File: src/rtl/timer_sched.sv
// ---------------------------------------------------------------------------
// timer_sched : four-channel seconds countdown, shared 1 Hz prescaler and
//               round-robin shared decrementer
// Revision    : 1.0
// ---------------------------------------------------------------------------
`default_nettype none

module timer_sched #(
  parameter int DIV   = 50000000,
  parameter int CNT_W = 8
) (
  input  logic               clk_50MHz,
  input  logic               reset,
  input  logic               enable,
  input  logic               load,
  input  logic [1:0]         load_ch,
  input  logic [CNT_W-1:0]   load_val,
  input  logic [3:0]         start,
  input  logic [3:0]         stop,
  output logic               tick_1hz,
  output logic               busy,
  output logic [3:0]         running,
  output logic [3:0]         expired,
  output logic [4*CNT_W-1:0] remain
);

  localparam int              c_PW   = (DIV > 1) ? $clog2(DIV) : 1;
  localparam logic [c_PW-1:0] c_LAST = c_PW'(DIV - 1);

  typedef enum logic [0:0] {
    ST_IDLE  = 1'b0,
    ST_SWEEP = 1'b1
  } state_t;

  state_t           r_state;
  state_t           w_state_nxt;
  logic [1:0]       r_idx;
  logic [1:0]       w_idx_nxt;
  logic [c_PW-1:0]  r_count;
  logic [CNT_W-1:0] r_remain [4];
  logic             r_run    [4];
  logic             r_exp    [4];

  always_ff @(posedge clk_50MHz or posedge reset) begin
    if (reset) begin
      r_count <= '0;
    end else if (enable) begin
      r_count <= (r_count == c_LAST) ? '0 : r_count + 1'b1;
    end
  end

  assign tick_1hz = enable && (r_count == c_LAST);

  always_ff @(posedge clk_50MHz or posedge reset) begin
    if (reset) begin
      r_state <= ST_IDLE;
      r_idx   <= 2'd0;
    end else begin
      r_state <= w_state_nxt;
      r_idx   <= w_idx_nxt;
    end
  end

  always_comb begin
    w_state_nxt = r_state;
    w_idx_nxt   = r_idx;
    busy        = 1'b0;
    case (r_state)
      ST_IDLE: begin
        if (tick_1hz) begin
          w_state_nxt = ST_SWEEP;
          w_idx_nxt   = 2'd0;
        end
      end
      ST_SWEEP: begin
        busy      = 1'b1;
        w_idx_nxt = r_idx + 2'd1;
        if (r_idx == 2'd3) begin
          w_state_nxt = ST_IDLE;
        end
      end
      default: w_state_nxt = ST_IDLE;
    endcase
  end

  for (genvar i = 0; i < 4; i++) begin : g_ch
    logic w_load_hit;
    logic w_svc;
    logic w_last;

    assign w_load_hit = load && (load_ch == 2'(i));
    // Any host operation on this channel pre-empts its service slot.
    assign w_svc  = busy && (r_idx == 2'(i)) && r_run[i]
                    && !(w_load_hit || start[i] || stop[i]);
    assign w_last = (r_remain[i] <= CNT_W'(1));

    always_ff @(posedge clk_50MHz or posedge reset) begin
      if (reset) begin
        r_remain[i] <= '0;
        r_run[i]    <= 1'b0;
        r_exp[i]    <= 1'b0;
      end else begin
        r_exp[i] <= w_svc && w_last;

        if (stop[i]) begin
          r_run[i] <= 1'b0;
        end else if (start[i]) begin
          r_run[i] <= 1'b1;
        end else if (w_svc && w_last) begin
          r_run[i] <= 1'b0;
        end

        if (w_load_hit) begin
          r_remain[i] <= load_val;
        end else if (w_svc) begin
          r_remain[i] <= w_last ? '0 : r_remain[i] - 1'b1;
        end
      end
    end
  end

  always_comb begin
    running = '0;
    expired = '0;
    remain  = '0;
    for (int i = 0; i < 4; i++) begin
      running[i]               = r_run[i];
      expired[i]               = r_exp[i];
      remain[i*CNT_W +: CNT_W] = r_remain[i];
    end
  end

endmodule

`default_nettype wire
File: config.mk
export PLATFORM = sky130hd
export DESIGN_NAME = timer_sched
export DESIGN_NICKNAME = d
export VERILOG_FILES = /design/src/rtl/timer_sched.sv
export SDC_FILE = /design/constraint.sdc
export NUM_CORES = 1
export LEC_CHECK = 0
export ABC_AREA = 0
export CELL_PAD_IN_SITES_DETAIL_PLACEMENT = 0
export CELL_PAD_IN_SITES_GLOBAL_PLACEMENT = 1
export CORE_MARGIN = 2
export CORE_UTILIZATION = 40
export DETAILED_ROUTE_END_ITERATION = 10
export DONT_BUFFER_PORTS = 1
export GPL_TIMING_DRIVEN = 0
export PLACE_DENSITY_LB_ADDON = 0.1
export SETUP_SLACK_MARGIN = 0.02
export SYNTH_ARGS = -nofsm -noshare
export SYNTH_HDL_FRONTEND = slang
export SYNTH_SLANG_ARGS = --single-unit
File: constraint.sdc
create_clock -name clk_50MHz -period 2.95 [get_ports clk_50MHz]
set_clock_uncertainty 0.1 [all_clocks]
set_input_delay 0.59 -clock clk_50MHz [delete_from_list [all_inputs] [get_ports clk_50MHz]]
set_output_delay 0.59 -clock clk_50MHz [all_outputs]
set_load 0.03 [all_outputs]
==> metrics.yaml <==
cts_inserted_buffers: 9
r2r-start: "remain[26]"
cp_data_required_time_ns: 2.26
cp-end-kind: "output port"
holdCritPathClass: "in -> reg"
post_synth_inst_count: 415
synth_most_common_cell: "sky130_fd_sc_hd__dfrtp_1"
grt_max_degree: 59
count_of_standard_cell_rows: 35
timing.rr.end: "running[3]"
minimum_setup_slack_among_reg_to_reg_paths_ns: 0.60
ios: 64
finish.net_count: 463
fp.coreArea_um2: 9200
drt-vias-per-instance: 5.60
ff_latch_area_um2: 1730
worst_ep_arrival_time_ns: 2.09
grt_first_pass_wirelength_um: 15400
synth-async-reset-ratio_pct: 100
fin_crit_ns: 2.78
post_cts.resized_instances: 0
cp_max_fo: 5
timing.slew.headroom_pct: 44.7
power.share.sequential_pct: 56.5
synthesis.area_um2: 3780
cts-root-to-sink-buffers: 2
portBuffers: 0
cts.clk_slew.worst_paths_ns: 0.07
ys.flop_type: "sky130_fd_sc_hd__dfrtp_1"
seq_area_frac_synth_pct: 45.7
drcViolationCount: 0
outcome: "finished, final reports clean"
fillers: 933
synth.top_cell.area_share_pct: 45.7
worstSetupStartpoint: "r_count[8]"
antenna_found_initial: 0
vias: 3042
gr-usage-all-layers_pct: 19.4
worst_slew_pin_slew_ns: 0.828
average_wire_per_cell_in_the_routed_design_um: 17.2
final.period_utilization_pct: 94.4
synth.top_cells.by_area: "sky130_fd_sc_hd__dfrtp_1 (46%), sky130_fd_sc_hd__nor2_1 (6.8%), sky130_fd_sc_hd__ha_1 (4.3%)"
post_syn_area_per_cell_um2: 9.11
p_per_area_nw_per_um2: 597
cp_launch_type: "register"
ys_types: 47
postLayoutCellArea_um2: 4130
grt_pass1_vias: 3033
synth_top_cell_by_area: "sky130_fd_sc_hd__dfrtp_1"
finalHoldViolCount: 0
switching_share_pct: 34.7
max_freq_mhz: 359
worst_hold_slack_ns: 0.196
ys_warn_count: 0
syn2layout_area_growth_pct: 9.34
final.setup.tns_ns: 0
number_of_synthesized_flops_with_an_enable_pin: 0
layoutNonFillerInstCount: 543
die_area_um2: 10200
post-layout-total-power_mw: 2.47
drive_above_1_share_pct: 5.79
drtIter0Drc: 159
power.static_leakage_nw: 1.84
root_buf_cell: "sky130_fd_sc_hd__clkbuf_8"
switching_power_mw: 0.856
cellInternalPower_mw: 1.61
multi_input_combinational_cell_area_um2: 1940
antenna_left: 0
synth.net_count: 450
netlist_top_cells_count: "sky130_fd_sc_hd__dfrtp_1 (69), sky130_fd_sc_hd__nor2_1 (68), sky130_fd_sc_hd__nand2_1 (33), sky130_fd_sc_hd__a21oi_1 (31), sky130_fd_sc_hd__nand3_1 (23)"
gp_routability_congestion: 0.808
drv_slew: 0
worst_skew_pair.late_latency_ns: 0.35
wirelength_um: 9360
power.share.combinational_pct: 13.7
worstRegToRegCells: 5
placed_area_um2: 3950
post-place-cells: 527
detail_route.first_pass.iterations: 4
grt_setup_unrepaired: "no"
synth-seq-cells: 69
dieHeight_um: 101
total_global_routing_overflow: 0
setup.worst_path.class: "reg -> out"
max_cap_violations: 0
antenna-diode-count: 0
worst_setup_path_endpoint: "tick_1hz"
dp_slack_ns: 0.522
htree_num_levels: 3
clock_power_share_pct: 29.9
vdd_ir_drop_max_v: 0.000342
finish.utilization_pct: 44.9
die-width_um: 101
setup_violations: 0
initial_utilization_pct: 41.1
fin_ws_ns: 0.166
detailedPlacementHpwl_um: 6650
cts_tree: "built"
cts_num_sinks: 69
critical path, stage by stage (launching register included):
cell                      delay, ns
sky130_fd_sc_hd__dfrtp_1       0.44
sky130_fd_sc_hd__nor4_1        0.39
sky130_fd_sc_hd__nand2_1       0.10
sky130_fd_sc_hd__or4_4         0.58
sky130_fd_sc_hd__inv_1         0.24
layer usage:
layer  routed length [um]  up-vias  global-route usage (%)
met2                 4360       57                    30.8
li1                     -     1514                       -
met5                    0        -                       0
met3                  384       16                    4.14
met1                 4430     1455                    26.0
met4                  191        0                    8.00
registers in the layout, summed over array words and instances (netlist names):
name and cells:
expired 4, r_count 26, r_state 1, remain 32, running 4, r_idx 2
logic make-up (layout without fill, tap and decap cells):
family                     after synthesis  in the layout  share of synthesized area (%)
adders and majority gates               13             13                           4.30
buffers and inverters                   28             45                           2.88
AOI/OAI and AO/OA                       71             71                           11.6
DFF                                     69             69                           45.7
muxes                                   14             14                           3.71
xor gates and xnor gates                20             20                           4.64
and+or+nand+nor                        200            200                           27.2
final cells by class:
cell class                      instances  share of cell area [%]
Buffer                                 11                    1.09
Clock buffer                           13                    3.36
Clock inverter                          2                   0.848
Inverter                               17                    1.61
Multi-Input combinational cell        318                    47.0
Sequential cell                        69                    41.8
Tap cell                              111                    3.36
Timing Repair Buffer                    2                   0.909
how the worst min path moves through the flow:
stage | cells after the start | startpoint | slack (ns) | to
after floorplan | 1 | r_count[15] | 0.35 | r_count[15]
after global placement | 1 | r_count[20] | 0.38 | r_count[20]
after detailed placement | 1 | reset | 0.29 | expired[0]
after CTS | 1 | stop[1] | 0.18 | running[1]
after global routing | 1 | stop[1] | 0.18 | running[1]
final | 1 | stop[2] | 0.20 | running[2]
placed cells by master (no fill, tap or decap), types with 2 or more instances in the layout:
cell                       instances
sky130_fd_sc_hd__o21a_1            2
sky130_fd_sc_hd__ha_1             13
sky130_fd_sc_hd__nor2b_1           3
sky130_fd_sc_hd__or4_4             2
sky130_fd_sc_hd__or3_1             2
sky130_fd_sc_hd__a21oi_1          31
sky130_fd_sc_hd__a221o_1           2
sky130_fd_sc_hd__clkbuf_1         12
sky130_fd_sc_hd__mux2i_1          14
sky130_fd_sc_hd__clkbuf_8          9
sky130_fd_sc_hd__and4_1            4
sky130_fd_sc_hd__nand4_1          18
sky130_fd_sc_hd__nor2_1           68
sky130_fd_sc_hd__a31oi_1           7
sky130_fd_sc_hd__nand3_1          23
sky130_fd_sc_hd__dfrtp_1          69
sky130_fd_sc_hd__nand2b_1          2
sky130_fd_sc_hd__nor4_4            2
sky130_fd_sc_hd__nand2_1          33
sky130_fd_sc_hd__inv_1            16
sky130_fd_sc_hd__buf_2             3
sky130_fd_sc_hd__xnor2_1          11
sky130_fd_sc_hd__or3b_2            2
sky130_fd_sc_hd__nand3b_1          2
sky130_fd_sc_hd__and3_1            5
sky130_fd_sc_hd__nor3_1           17
sky130_fd_sc_hd__o211ai_1          2
sky130_fd_sc_hd__nor4_1            8
sky130_fd_sc_hd__a21o_1            6
sky130_fd_sc_hd__nor4bb_1          2
sky130_fd_sc_hd__a211o_1           2
sky130_fd_sc_hd__o21ai_0          11
sky130_fd_sc_hd__xor2_1            9
power by group through the flow:
| stage | logic (mW) | clock network (mW) | registers, mW |
|---|---|---|---|
| 2_1_floorplan | 0.283 | 0 | 1.36 |
| 3_3_place_gp | 0.328 | 0 | 1.41 |
| 3_5_place_dp | 0.339 | 0 | 1.41 |
| 4_1_cts | 0.342 | 0.762 | 1.39 |
| 5_1_grt | 0.393 | 0.802 | 1.42 |
| 6_report | 0.337 | 0.737 | 1.39 |
what timing repair did:
action / 4_1_cts / 5_1_grt
endpoints found under the hold margin: 11 / 0
buffers inserted: 0 / 0
hold buffers: 1 / 0
(Power assumes the default switching activity.)
